## src/rtl/alu_frame_sequencer_if.sv

```systemverilog
// Bus bundle between the ALU frame sequencer and its surroundings.
//   in_*    : byte stream into the sequencer (valid/ready)
//   alu_*   : operand/op drive to the ALU and its result back
//   out_*   : captured result stream out of the sequencer (valid/ready)
// Modports:
//   master : the sequencer side (drives in_ready, alu_a/b/op, out_*)
//   slave  : the environment side (drives in_data/in_valid, alu_result, out_ready)
interface alu_frame_sequencer_if #(
  parameter int unsigned DATA_W = 8,
  parameter int unsigned RES_W  = 16,
  parameter int unsigned OP_W   = 6
) ();
  logic [DATA_W-1:0] in_data;
  logic              in_valid;
  logic              in_ready;
  logic [DATA_W-1:0] alu_a;
  logic [DATA_W-1:0] alu_b;
  logic [OP_W-1:0]   alu_op;
  logic [RES_W-1:0]  alu_result;
  logic [RES_W-1:0]  out_result;
  logic [DATA_W-1:0] out_opcode;
  logic              out_valid;
  logic              out_ready;

  modport master (
    input  in_data, in_valid, alu_result, out_ready,
    output in_ready, alu_a, alu_b, alu_op, out_result, out_opcode, out_valid
  );

  modport slave (
    output in_data, in_valid, alu_result, out_ready,
    input  in_ready, alu_a, alu_b, alu_op, out_result, out_opcode, out_valid
  );
endinterface

```

## src/rtl/alu_frame_sequencer.sv

```systemverilog
// Byte-stream front end for the 8-bit ALU. Collects 3-byte frames
// (opcode, A, B), drives the ALU, waits ALU_LATENCY edges, captures the
// result and offers it downstream until accepted.
// Ports:
//   clk        : system clock
//   rst_n      : asynchronous active-low reset
//   bus        : alu_frame_sequencer_if.master (input stream, ALU drive, output stream)
//   bad_opcode : one-cycle pulse after an illegal opcode byte is consumed
//   busy       : high whenever a frame is in progress
//   err_count  : saturating illegal-opcode count (only with SEQ_ERR_COUNT_EN defined)
// Optional feature macro: SEQ_ERR_COUNT_EN.
module alu_frame_sequencer #(
  parameter int unsigned ALU_LATENCY = 1,
  parameter int unsigned DATA_W      = 8,
  parameter int unsigned RES_W       = 16,
  parameter int unsigned OP_W        = 6
) (
  input  logic                         clk,
  input  logic                         rst_n,
  alu_frame_sequencer_if.master        bus,
  output logic                         bad_opcode,
  output logic                         busy
`ifdef SEQ_ERR_COUNT_EN
  ,
  output logic [7:0]                   err_count
`endif
);

  typedef enum logic [2:0] {StOpc, StA, StB, StExec, StOut} state_e;

  state_e            state_q, state_d;
  logic [DATA_W-1:0] opc_q;       // raw opcode of the frame in flight
  logic [OP_W-1:0]   op_q;        // decoded op waiting for the B byte
  logic [DATA_W-1:0] a_q;         // operand A waiting for the B byte
  logic [DATA_W-1:0] alu_a_q, alu_b_q;
  logic [OP_W-1:0]   alu_op_q;
  logic [RES_W-1:0]  out_result_q;
  logic [DATA_W-1:0] out_opcode_q;
  logic [3:0]        cnt_q;
  logic              bad_q;

  logic              accept;
  logic              opc_legal;
  logic [OP_W-1:0]   opc_dec;
  logic              last_edge;

  assign accept    = bus.in_valid && bus.in_ready;
  // cnt_q is cleared on the B accept edge, so the capture edge is the
  // one on which it still reads ALU_LATENCY-1.
  assign last_edge = (cnt_q == 4'(ALU_LATENCY - 1));

  always_comb begin
    opc_legal = 1'b1;
    opc_dec   = '0;
    case (bus.in_data)
      DATA_W'(8'h00): opc_dec = OP_W'(0);
      DATA_W'(8'h01): opc_dec = OP_W'(1);
      DATA_W'(8'h02): opc_dec = OP_W'(2);
      DATA_W'(8'h03): opc_dec = OP_W'(3);
      DATA_W'(8'h04): opc_dec = OP_W'(4);
      DATA_W'(8'h08): opc_dec = OP_W'(8);
      default:        opc_legal = 1'b0;
    endcase
  end

  // State register
  always_ff @(posedge clk or negedge rst_n) begin
    if (!rst_n) state_q <= StOpc;
    else        state_q <= state_d;
  end

  // Next-state logic
  always_comb begin
    state_d = state_q;
    unique case (state_q)
      StOpc:   if (accept && opc_legal) state_d = StA;
      StA:     if (accept)              state_d = StB;
      StB:     if (accept)              state_d = StExec;
      StExec:  if (last_edge)           state_d = StOut;
      StOut:   if (bus.out_ready)       state_d = StOpc;
      default:                          state_d = StOpc;
    endcase
  end

  // Outputs
  always_comb begin
    bus.in_ready  = (state_q == StOpc) || (state_q == StA) || (state_q == StB);
    bus.out_valid = (state_q == StOut);
    busy          = (state_q != StOpc);
    bad_opcode    = bad_q;
  end

  assign bus.alu_a      = alu_a_q;
  assign bus.alu_b      = alu_b_q;
  assign bus.alu_op     = alu_op_q;
  assign bus.out_result = out_result_q;
  assign bus.out_opcode = out_opcode_q;

  // Frame datapath
  always_ff @(posedge clk or negedge rst_n) begin
    if (!rst_n) begin
      opc_q        <= '0;
      op_q         <= '0;
      a_q          <= '0;
      alu_a_q      <= '0;
      alu_b_q      <= '0;
      alu_op_q     <= '0;
      out_result_q <= '0;
      out_opcode_q <= '0;
      cnt_q        <= '0;
      bad_q        <= 1'b0;
    end else begin
      bad_q <= accept && (state_q == StOpc) && !opc_legal;
      case (state_q)
        StOpc: begin
          if (accept && opc_legal) begin
            opc_q <= bus.in_data;
            op_q  <= opc_dec;
          end
        end
        StA: begin
          if (accept) a_q <= bus.in_data;
        end
        StB: begin
          // All three ALU inputs change together so the ALU never sees a mixed frame.
          if (accept) begin
            alu_a_q  <= a_q;
            alu_b_q  <= bus.in_data;
            alu_op_q <= op_q;
            cnt_q    <= '0;
          end
        end
        StExec: begin
          cnt_q <= cnt_q + 4'd1;
          if (last_edge) begin
            out_result_q <= bus.alu_result;
            out_opcode_q <= opc_q;
          end
        end
        default: ;
      endcase
    end
  end

`ifdef SEQ_ERR_COUNT_EN
  always_ff @(posedge clk or negedge rst_n) begin
    if (!rst_n) begin
      err_count <= '0;
    end else if (accept && (state_q == StOpc) && !opc_legal && (err_count != 8'hFF)) begin
      err_count <= err_count + 8'd1;
    end
  end
`endif

endmodule

```

## src/flat_wrapper.sv

```systemverilog
// flat-port wrapper written by rule: the top's interface ports become plain ports
module alu_frame_sequencer_flat 
#(
  parameter int unsigned ALU_LATENCY = 1,
  parameter int unsigned DATA_W      = 8,
  parameter int unsigned RES_W       = 16,
  parameter int unsigned OP_W        = 6
)
  (clk, rst_n, bad_opcode, busy, bus_in_data, bus_in_valid, bus_alu_result, bus_out_ready, bus_in_ready, bus_alu_a, bus_alu_b, bus_alu_op, bus_out_result, bus_out_opcode, bus_out_valid);
  alu_frame_sequencer_if #(.DATA_W(DATA_W), .RES_W(RES_W), .OP_W(OP_W)) bus_i ();
  input  logic clk;
  input  logic rst_n;
  output logic bad_opcode;
  output logic busy;
  input wire logic [$bits(bus_i.in_data)-1:0] bus_in_data;
  input wire logic [$bits(bus_i.in_valid)-1:0] bus_in_valid;
  input wire logic [$bits(bus_i.alu_result)-1:0] bus_alu_result;
  input wire logic [$bits(bus_i.out_ready)-1:0] bus_out_ready;
  output wire logic [$bits(bus_i.in_ready)-1:0] bus_in_ready;
  output wire logic [$bits(bus_i.alu_a)-1:0] bus_alu_a;
  output wire logic [$bits(bus_i.alu_b)-1:0] bus_alu_b;
  output wire logic [$bits(bus_i.alu_op)-1:0] bus_alu_op;
  output wire logic [$bits(bus_i.out_result)-1:0] bus_out_result;
  output wire logic [$bits(bus_i.out_opcode)-1:0] bus_out_opcode;
  output wire logic [$bits(bus_i.out_valid)-1:0] bus_out_valid;
  assign bus_i.in_data = bus_in_data;
  assign bus_i.in_valid = bus_in_valid;
  assign bus_i.alu_result = bus_alu_result;
  assign bus_i.out_ready = bus_out_ready;
  assign bus_in_ready = bus_i.in_ready;
  assign bus_alu_a = bus_i.alu_a;
  assign bus_alu_b = bus_i.alu_b;
  assign bus_alu_op = bus_i.alu_op;
  assign bus_out_result = bus_i.out_result;
  assign bus_out_opcode = bus_i.out_opcode;
  assign bus_out_valid = bus_i.out_valid;
  alu_frame_sequencer #(.ALU_LATENCY(ALU_LATENCY), .DATA_W(DATA_W), .RES_W(RES_W), .OP_W(OP_W)) u_core (.clk(clk), .rst_n(rst_n), .bus(bus_i), .bad_opcode(bad_opcode), .busy(busy));
endmodule
```

## config.mk

```make
export PLATFORM = sky130hd
export DESIGN_NAME = alu_frame_sequencer_flat
export DESIGN_NICKNAME = d
export VERILOG_FILES = /design/src/rtl/alu_frame_sequencer_if.sv /design/src/rtl/alu_frame_sequencer.sv /design/src/flat_wrapper.sv
export SDC_FILE = /design/constraint.sdc
export NUM_CORES = 1
export LEC_CHECK = 0
export ABC_AREA = 1
export BUFFER_PORTS_ARGS = -buffer_cell sky130_fd_sc_hd__buf_2
export CAP_MARGIN = 5
export CORE_UTILIZATION = 47
export DETAILED_ROUTE_END_ITERATION = 16
export PLACE_DENSITY = 0.76
export SETUP_SLACK_MARGIN = 0.1
export SLEW_MARGIN = 25
export SYNTH_ARGS = -nofsm -noshare
export SYNTH_HDL_FRONTEND = slang
export SYNTH_SLANG_ARGS = --single-unit
```

## constraint.sdc

```tcl
create_clock -name clk -period 1.6 [get_ports clk]
set_clock_uncertainty 0.15 [all_clocks]
set_input_delay 0.24 -clock clk [delete_from_list [all_inputs] [get_ports clk]]
set_output_delay 0.24 -clock clk [all_outputs]
set_load 0.01 [all_outputs]
```

==> out/metrics.cfg, run 1 <==
[critical_path]
crit_chain=inv_2 > ha_4 > nand2_4 > nor2_4 > buf_6 > o21ai_4 > a21oi_2 > nand2_1 > nand2_1 > nand2_1
r2r-start=u_core.cnt_q[0]
cp.arrival_ns=1.85
cp_common_cell=nand2_1
worst_ep_required_time_ns=1.67
cp-end-kind=register
critPathLaunchType=register
crit_start=u_core.cnt_q[0]
worstRegToRegCells=10
cpLargestDelayFamily=simple AND/OR/NAND/NOR gates
cp_num_cells=10
crit_slowest_cell=dfrtp_1
slowest_delay_ns=0.42
cp_max_fo=3
crit_type=reg -> reg
critPathBufInv=2

[power]
p_int_mw=5.20
switching_share_pct=37.8
p_per_area_nw_per_um2=1940
seq_power_share_pct=37.8
power_mw=8.36
peakVddDrop_uv=949
p_switching_mw=3.16
clkPwrFrac_pct=13.9
p_leak_nw=2.22
power_frac_comb_pct=48.3

[clock_network]
clkTransAtPathRegs_ns=0.08
clk_latency_ns=0.34
cts_made_buffers=9
cts_htree_levels=3
numClockSinks=72
clock_path_buffers=2
cts_tree=done
clock_tree.root_cell=clkbuf_8

[drt]
wl_per_cell_um=16.8
dr.pass1.iters=4
num_vias=2473
drc=0
drtAntennaViolNets=0
routed_wl_um=8040
drt_iter0_markers=165
vias_per_cell=5.17

[floorplanning]
ios=78
die_x_um=80.2
die_area_sq_um=6430
core.rowCount=28
start_util_pct=48.5
core_sq_um=5920
die_h_um=80.2

[sta]
fin_ws_ns=-0.172
hold_viol=0
fin_crit_ns=1.77
finalCritPeriodShare_pct=111
setup_viol=37
slew_viol_final=0
max_freq_ghz=0.564
hold_ws_ns=0.00630
rsz0062_at_grt=true

[final_layout]
most-common-layout-cells=buf_2 (73), dfrtp_1 (69), nand2_1 (42)
fin_util_pct=72.8
n_antenna_cell=0
fin_area_sq_um=4310
final_common_cell=buf_2
layout-drive-gt1-share_pct=49.4
fin_nets=431
regArea_sq_um=1810
area_growth_pct=50.1
fin_cells=478
fillers=388
multi_input_area_sq_um=1120

[job]
drv_cap=0

[placed_design]
place_congestion=0.845
numPortBuffers=75
place_area_sq_um=3430
placed_cells=422
dpl.hpwl_um=3930

[global_route]
grt_pass1_wl_um=11600
grt_max_degree=73
grt_usage_pct=25.1
grt_overflow=0
grt_pass1_vias=2378
antenna_found_initial=0

[synthesis]
ys_ff_latch=72
ys_warn_count=0
synth_cell_type_count=23
synthCells=266
synth-seq-area-share_pct=62.7
synthesis.area_sq_um=2870
avgSynthCellArea_sq_um=10.8

[min_path]
hold_path_class=in -> reg
hp-start=bus_in_data[1]
hold_depth=3

[outcome]
violations=negative setup slack
outcome=complete, but fails checks

==> state kept, by name (all words and copies together) (netlist names) <==
signal / count
u_core.bus.out_result: 16
u_core.a_q: 8
u_core.bus.alu_a: 8
u_core.bus.alu_b: 8
u_core.bus.out_opcode: 8
u_core.opc_q: 8
u_core.bus.alu_op: 4
u_core.cnt_q: 4
u_core.op_q: 4
u_core.state_q: 3
u_core.bad_opcode: 1
==> power by group through the flow <==
stage	registers, mW	logic, mW	clock network [mW]
after detailed placement	3.09	2.61	0
after floorplan	3.30	1.32	0
final	3.17	4.04	1.16
after CTS	3.08	3.42	1.15
after global routing	3.25	4.33	1.23
after global placement	3.05	2.52	0
==> cell usage after synthesis <==
cell type,count,area [sq um]
inv_2,2,7.51
o21ai_0,37,185
nand2_4,1,11.3
clkbuf_1,4,15.0
dfrtp_1,72,1800
nor2_2,1,6.26
mux2_4,1,15.0
conb_1,1,3.75
xnor2_1,1,8.76
ha_1,2,25.0
nand2_2,2,12.5
o22ai_1,1,6.26
nor3_1,3,15.0
nand2_1,55,206
nand3_1,9,45.0
buf_4,3,22.5
buf_2,1,5.00
inv_1,26,97.6
a21oi_1,1,5.00
xor2_1,1,8.76
buf_6,2,22.5
nor2_1,14,52.6
mux2_2,26,293
==> routing by layer <==
metal  part of all wire [%]  vias to the layer above  wire, um  global-route usage, %
met4                    4.8                        0       387                   17.0
met5                      0                        -         0                      0
met1                     40                     1230      3210                   29.6
met3                    3.9                       34       311                   4.20
met2                     51                       87      4130                   42.1
li1                       -                     1122         -                      -
==> per-stage QoR <==
| step | setup TNS, ns | setup slack [ns] |
|---|---|---|
| floorplan | 0 | 0.0920 |
| global placement | 0 | 0.0134 |
| detailed placement | -0.158 | -0.0331 |
| CTS | -0.0397 | -0.0225 |
| global route | -4.29 | -0.197 |
| finish | -3.11 | -0.172 |
==> repair_timing <==
action,in CTS,in global routing
endpoints found under the setup margin,47,63
gates cloned,3,2
gates resized for setup,42,58
hold buffers,18,0
buffers inserted,12,8
hold endpoints to repair,89,0
pin swaps,5,10
==> path summary, 6_finish.rpt <==
path | slack (ns) | to
max reg2reg | -0.17 | u_core.state_q[0]
min reg2reg | 0.33 | u_core.a_q[0]
max | -0.17 | u_core.state_q[0]
min in group asynchronous | 0.30 | u_core.bus.alu_b[5]
min | 0.006 | u_core.opc_q[1]
max in group asynchronous | 0.68 | u_core.state_q[2]
==> area by class of cell <==
cell class,instances,share of cell area [%]
Clock buffer,11,3.05
Clock inverter,2,0.232
Inverter,28,2.64
Multi-Input combinational cell,157,26.0
Sequential cell,72,41.9
Tap cell,75,2.18
Timing Repair Buffer,132,23.9
Timing Repair inverter,1,0.174
==> cells by family after synthesis <==
family | Yosys count | share of synthesized area, %
DFF | 72 | 62.7
AOI/OAI and AO/OA | 39 | 6.84
xor gates and xnor gates | 2 | 0.610
adders and majority gates | 2 | 0.871
buffers and inverters | 38 | 5.93
other | 1 | 0.131
muxes | 27 | 10.7
and+or+nand+nor | 85 | 12.2
==> worst register-to-register path, stage by stage, from the launching register on <==
cell and delay, ns:
dfrtp_1 0.42, inv_2 0.10, ha_4 0.14, nand2_4 0.05, nor2_4 0.19, buf_6 0.13, o21ai_4 0.05, a21oi_2 0.17
nand2_1 0.11, nand2_1 0.07, nand2_1 0.06
No activity file was read; power rests on OpenSTA's default activity.
==> run 2, diff against run 1 <==
Settings changed: REMOVE_ABC_BUFFERS from default to 1.
==> run 2 against run 1 <==
Against the previous run: the run still ends with negative setup slack left; fmax is 6.0% higher; sequential power is essentially flat; power is 3.6% lower; combinational power fell by 11%; non-clock buffer count shrank 4; global-route usage shrank 3.4 points; largest power group unchanged.
==> out/metrics.cfg, run 2 (synthesis gave the netlist of run 1 again) <==
[clock_network]
cts_tree=done
cts_made_buffers=9
clkTransAtPathRegs_ns=0.08
clk_latency_ns=0.35
numClockSinks=72
cts_htree_levels=3
clock_path_buffers=2
clock_tree.root_cell=clkbuf_8

[outcome]
outcome=complete, but fails checks
violations=negative setup slack

[min_path]
hold_path_class=in -> reg

[floorplanning]
start_util_pct=48.5
die_area_sq_um=6430
ios=78
die_h_um=80.2
die_x_um=80.2
core_sq_um=5920
core.rowCount=28

[critical_path]
crit_type=reg -> out
slowest_delay_ns=0.44
critPathLaunchType=register
worst_ep_required_time_ns=1.21
cp.arrival_ns=1.28
cp_max_fo=3
crit_slowest_cell=dfrtp_2
crit_chain=buf_6 > nor3_4 > buf_2
cp-end-kind=output port

[final_layout]
n_antenna_cell=0
area_growth_pct=45.8
fillers=424
layout-drive-gt1-share_pct=47.0
largest_register_ffs=16
fin_nets=427
multi_input_area_sq_um=1060
final_common_cell=buf_2
fin_util_pct=70.7
regArea_sq_um=1810
most-common-layout-cells=buf_2 (74), dfrtp_1 (69), nand2_1 (46)

[global_route]
antenna_found_initial=0
grt_pass1_wl_um=10300
grt_pass1_vias=2317
grt_max_degree=73
grt_usage_pct=21.7
grt_overflow=0

[power]
power_frac_comb_pct=44.4
switching_share_pct=37.2
peakVddDrop_uv=1120
p_switching_mw=3.00
power_mw=8.07
p_leak_nw=2.17
p_int_mw=5.07
p_per_area_nw_per_um2=1930
seq_power_share_pct=38.9
clkPwrFrac_pct=16.6

[placed_design]
numPortBuffers=75
pre_cts_ws_ns=-0.122
place_congestion=0.766
dpl.hpwl_um=4010

[sta]
hold_ws_ns=0.0401
max_freq_ghz=0.598
setup_viol=7
hold_viol=0
slew_viol_final=0
rsz0062_at_grt=true
finalCritPeriodShare_pct=104
fin_ws_ns=-0.0712
fin_crit_ns=1.67

[drt]
num_vias=2380
dr_wl_met2_um=3480
dr.pass1.iters=4
wl_per_cell_um=14.1
routed_wl_um=6730
drt_iter0_markers=108
wl_met3_um=281
routed.top_layer=met4
met1_length_um=2800
drtAntennaViolNets=0
drc=0
vias_per_cell=4.99

[job]
drv_cap=0

-- run 2: cell types whose count changed in the layout (fill, tap and decap cells not counted), sizes merged --
| cell | delta |
|---|---|
| dlygate4sd3 | +1 |
| clkinvlp | +2 |
| clkbuf | -3 |
| buf | -4 |
| clkinv | -1 |
| inv | +4 |
-- run 2: cell type report --
type                            instances  share of cell area, %
Sequential cell                        72                   43.1
Multi-Input combinational cell        157                   25.4
Timing Repair Buffer                  128                   22.1
Clock buffer                            9                   2.96
Inverter                               28                   2.60
Tap cell                               75                   2.24
Clock inverter                          7                   1.46
Timing Repair inverter                  1                  0.120
-- run 2: layer usage --
layer / up-vias / GRT usage (%)
met1: 1170 / 25.8
met4: 0 / 11.1
met2: 66 / 37.4
met3: 20 / 4.20
li1: 1124 / -
met5: - / 0
-- run 2: power groups by stage --
stage                     sequential, mW  clock, mW  combinational [mW]
after floorplan                     3.30          0                1.25
after global placement              3.04          0                2.62
after detailed placement            3.09          0                2.75
after CTS                           3.10       1.37                3.28
after global routing                3.23       1.46                3.93
final                               3.14       1.34                3.58
-- run 2: timing repair --
item | in CTS | in global routing
buffers inserted | 8 | 5
resized for setup | 44 | 26
setup endpoints to repair | 38 | 70
cloned | 2 | 1
hold buffers | 19 | 0
hold endpoints to repair | 91 | 0
pin swaps | 7 | 9
-- run 2: final timing paths --
check,depth (start not counted),end,start,slack [ns]
max,3,bus_out_valid,u_core.state_q[0],-0.07
min,3,u_core.a_q[4],bus_in_data[4],0.04
max reg2reg,7,u_core.bus.out_result[13],u_core.cnt_q[1],-0.01
min reg2reg,2,u_core.a_q[3],u_core.a_q[3],0.34
max in group asynchronous,3,u_core.state_q[2],rst_n,0.69
min in group asynchronous,3,u_core.bus.alu_a[1],rst_n,0.29
-- run 2: critical path, delay by kind of cell, from the launching register on --
kind                   cells  cell delay [ns]
buffers and inverters      2             0.30
flip-flops                 1             0.44
AND/OR/NAND/NOR            1             0.19
-- run 2: through the flow --
| step | cells | setup TNS, ns | cell area [sq um] |
|---|---|---|---|
| after global routing | 477 | -1.06 | 4190 |
| after CTS | 471 | -0.0646 | 4060 |
| after detailed placement | 426 | -0.696 | 3470 |
| final | 477 | -0.172 | 4190 |
| after global placement | 426 | -0.261 | 3470 |
| after floorplan | 257 | -6.96 | 2810 |
==> run 3, diff against run 2 <==
Settings changed: SKIP_LAST_GASP from default to 1.
==> run 3 against run 2 <==
Against the previous run: the run still ends with negative setup slack left; critical path depth did not move; flip-flop and latch count stayed put; via count decreased by 1.0%; count of clock-buffer cells in the layout unchanged; die area did not move; first-iteration DRC count down 0.93%; wire length rose by 0.64%.
==> out/metrics.cfg, run 3 (synthesis gave the netlist of run 1 again) <==
[outcome]
outcome=complete, but fails checks
violations=negative setup slack

[drt]
drt_iter0_markers=107
vias_per_cell=4.92
dr.pass1.iters=4
wl_per_cell_um=14.1
num_vias=2356
drtAntennaViolNets=0
drc=0
routed_wl_um=6770

[final_layout]
area_growth_pct=46.0
layout-drive-gt1-share_pct=47.5
fin_nets=429
fillers=433
final_common_cell=buf_2
largest_register_ffs=16
n_antenna_cell=0
regArea_sq_um=1810
most-common-layout-cells=buf_2 (76), dfrtp_1 (69), nand2_1 (45)
multi_input_area_sq_um=1060

[critical_path]
crit_type=reg -> out
crit_start=u_core.state_q[1]
r2r-start=u_core.cnt_q[1]
worst_ep_required_time_ns=1.21
cp.arrival_ns=1.28
cp-end-kind=output port
cp_max_fo=5
critPathLaunchType=register

[job]
drv_cap=0

[floorplanning]
die_area_sq_um=6430
core_sq_um=5920
start_util_pct=48.5
ios=78
core.rowCount=28
die_h_um=80.2
die_x_um=80.2

[min_path]
hold_path_class=in -> reg
hp-start=bus_in_data[4]

[power]
peakVddDrop_uv=896
p_per_area_nw_per_um2=1930
power_mw=8.08
p_leak_nw=2.16

[sta]
fin_crit_ns=1.67
slew_viol_final=0
fin_ws_ns=-0.0680
max_freq_ghz=0.600
setup_viol=17
hold_viol=0
rsz0062_at_grt=true
finalCritPeriodShare_pct=104
fin_tns_setup_ns=-0.235

[global_route]
antenna_found_initial=0
grt_overflow=0
grt_max_degree=73
grt_usage_pct=21.8
grt_pass1_vias=2330
grt_pass1_wl_um=10400

[clock_network]
cts_htree_levels=3
numClockSinks=72
clk_latency_ns=0.35
clkTransAtPathRegs_ns=0.08
clock_tree.root_cell=clkbuf_8
cts_made_buffers=9
cts_tree=done
clock_path_buffers=2

[placed_design]
numPortBuffers=75
dpl.hpwl_um=4010
place_congestion=0.766

run 3: cell count changes in the layout (fill, tap and decap cells not counted), sizes merged:
cell,before,now
buf,109,111
run 3: metal layers:
metal  track usage, %  vias to the layer above  routed length, um
met2             37.4                       55               3530
met5                0                        -                  0
met4             11.3                        0                161
li1                 -                     1128                  -
met1             25.7                     1160               2820
met3             4.55                       13                258
run 3: critical path: stages, from the launching register on:
cell	delay, ns
dfrtp_2	0.44
buf_6	0.14
nor3_4	0.19
buf_2	0.16
run 3: path summary, 6_finish.rpt:
kind,endpoint,slack [ns],cells past startpoint
setup / recovery,bus_out_valid,-0.07,3
hold / removal,u_core.a_q[4],0.04,3
setup reg to reg,u_core.bus.out_result[9],-0.02,7
hold reg to reg,u_core.a_q[3],0.34,2
max in group asynchronous,u_core.state_q[2],0.69,3
min in group asynchronous,u_core.bus.alu_a[1],0.29,3
run 3: per-stage QoR:
stage / std cells / setup slack, ns / cell area (sq um) / hold slack [ns] / utilization, %
floorplan: 257 / -0.323 / 2810 / -0.206 / -
global placement: 426 / -0.0611 / 3470 / 0.145 / 58.6
detailed placement: 426 / -0.122 / 3470 / 0.148 / 58.6
CTS: 471 / -0.0523 / 4030 / 0.0259 / 68.1
global route: 479 / -0.131 / 4190 / 0.0582 / 70.8
finish: 479 / -0.0680 / 4190 / 0.0422 / 70.8
run 3: cell type report:
type	count	area share [%]
tap	75	2.24
inverter	28	2.60
multi-input combinational	157	25.2
timing repair inverter	1	0.119
timing repair buffer	130	22.4
clock buffer	9	2.96
sequential	72	43.1
clock inverter	7	1.46
run 3: power by group:
group / switching, mW / internal [mW] / leakage, nW / total (mW)
clock network: 0.753 / 0.591 / 0.0888 / 1.34
registers: 0.494 / 2.65 / 0.868 / 3.14
logic: 1.76 / 1.83 / 1.20 / 3.60
run 3: timing repair:
item,CTS,global route
gates cloned,2,2
endpoints found under the setup margin,38,71
endpoints found under the hold margin,91,0
setup buffers,8,6
pin swaps,5,9
resized for setup,36,29
hold buffers,19,0
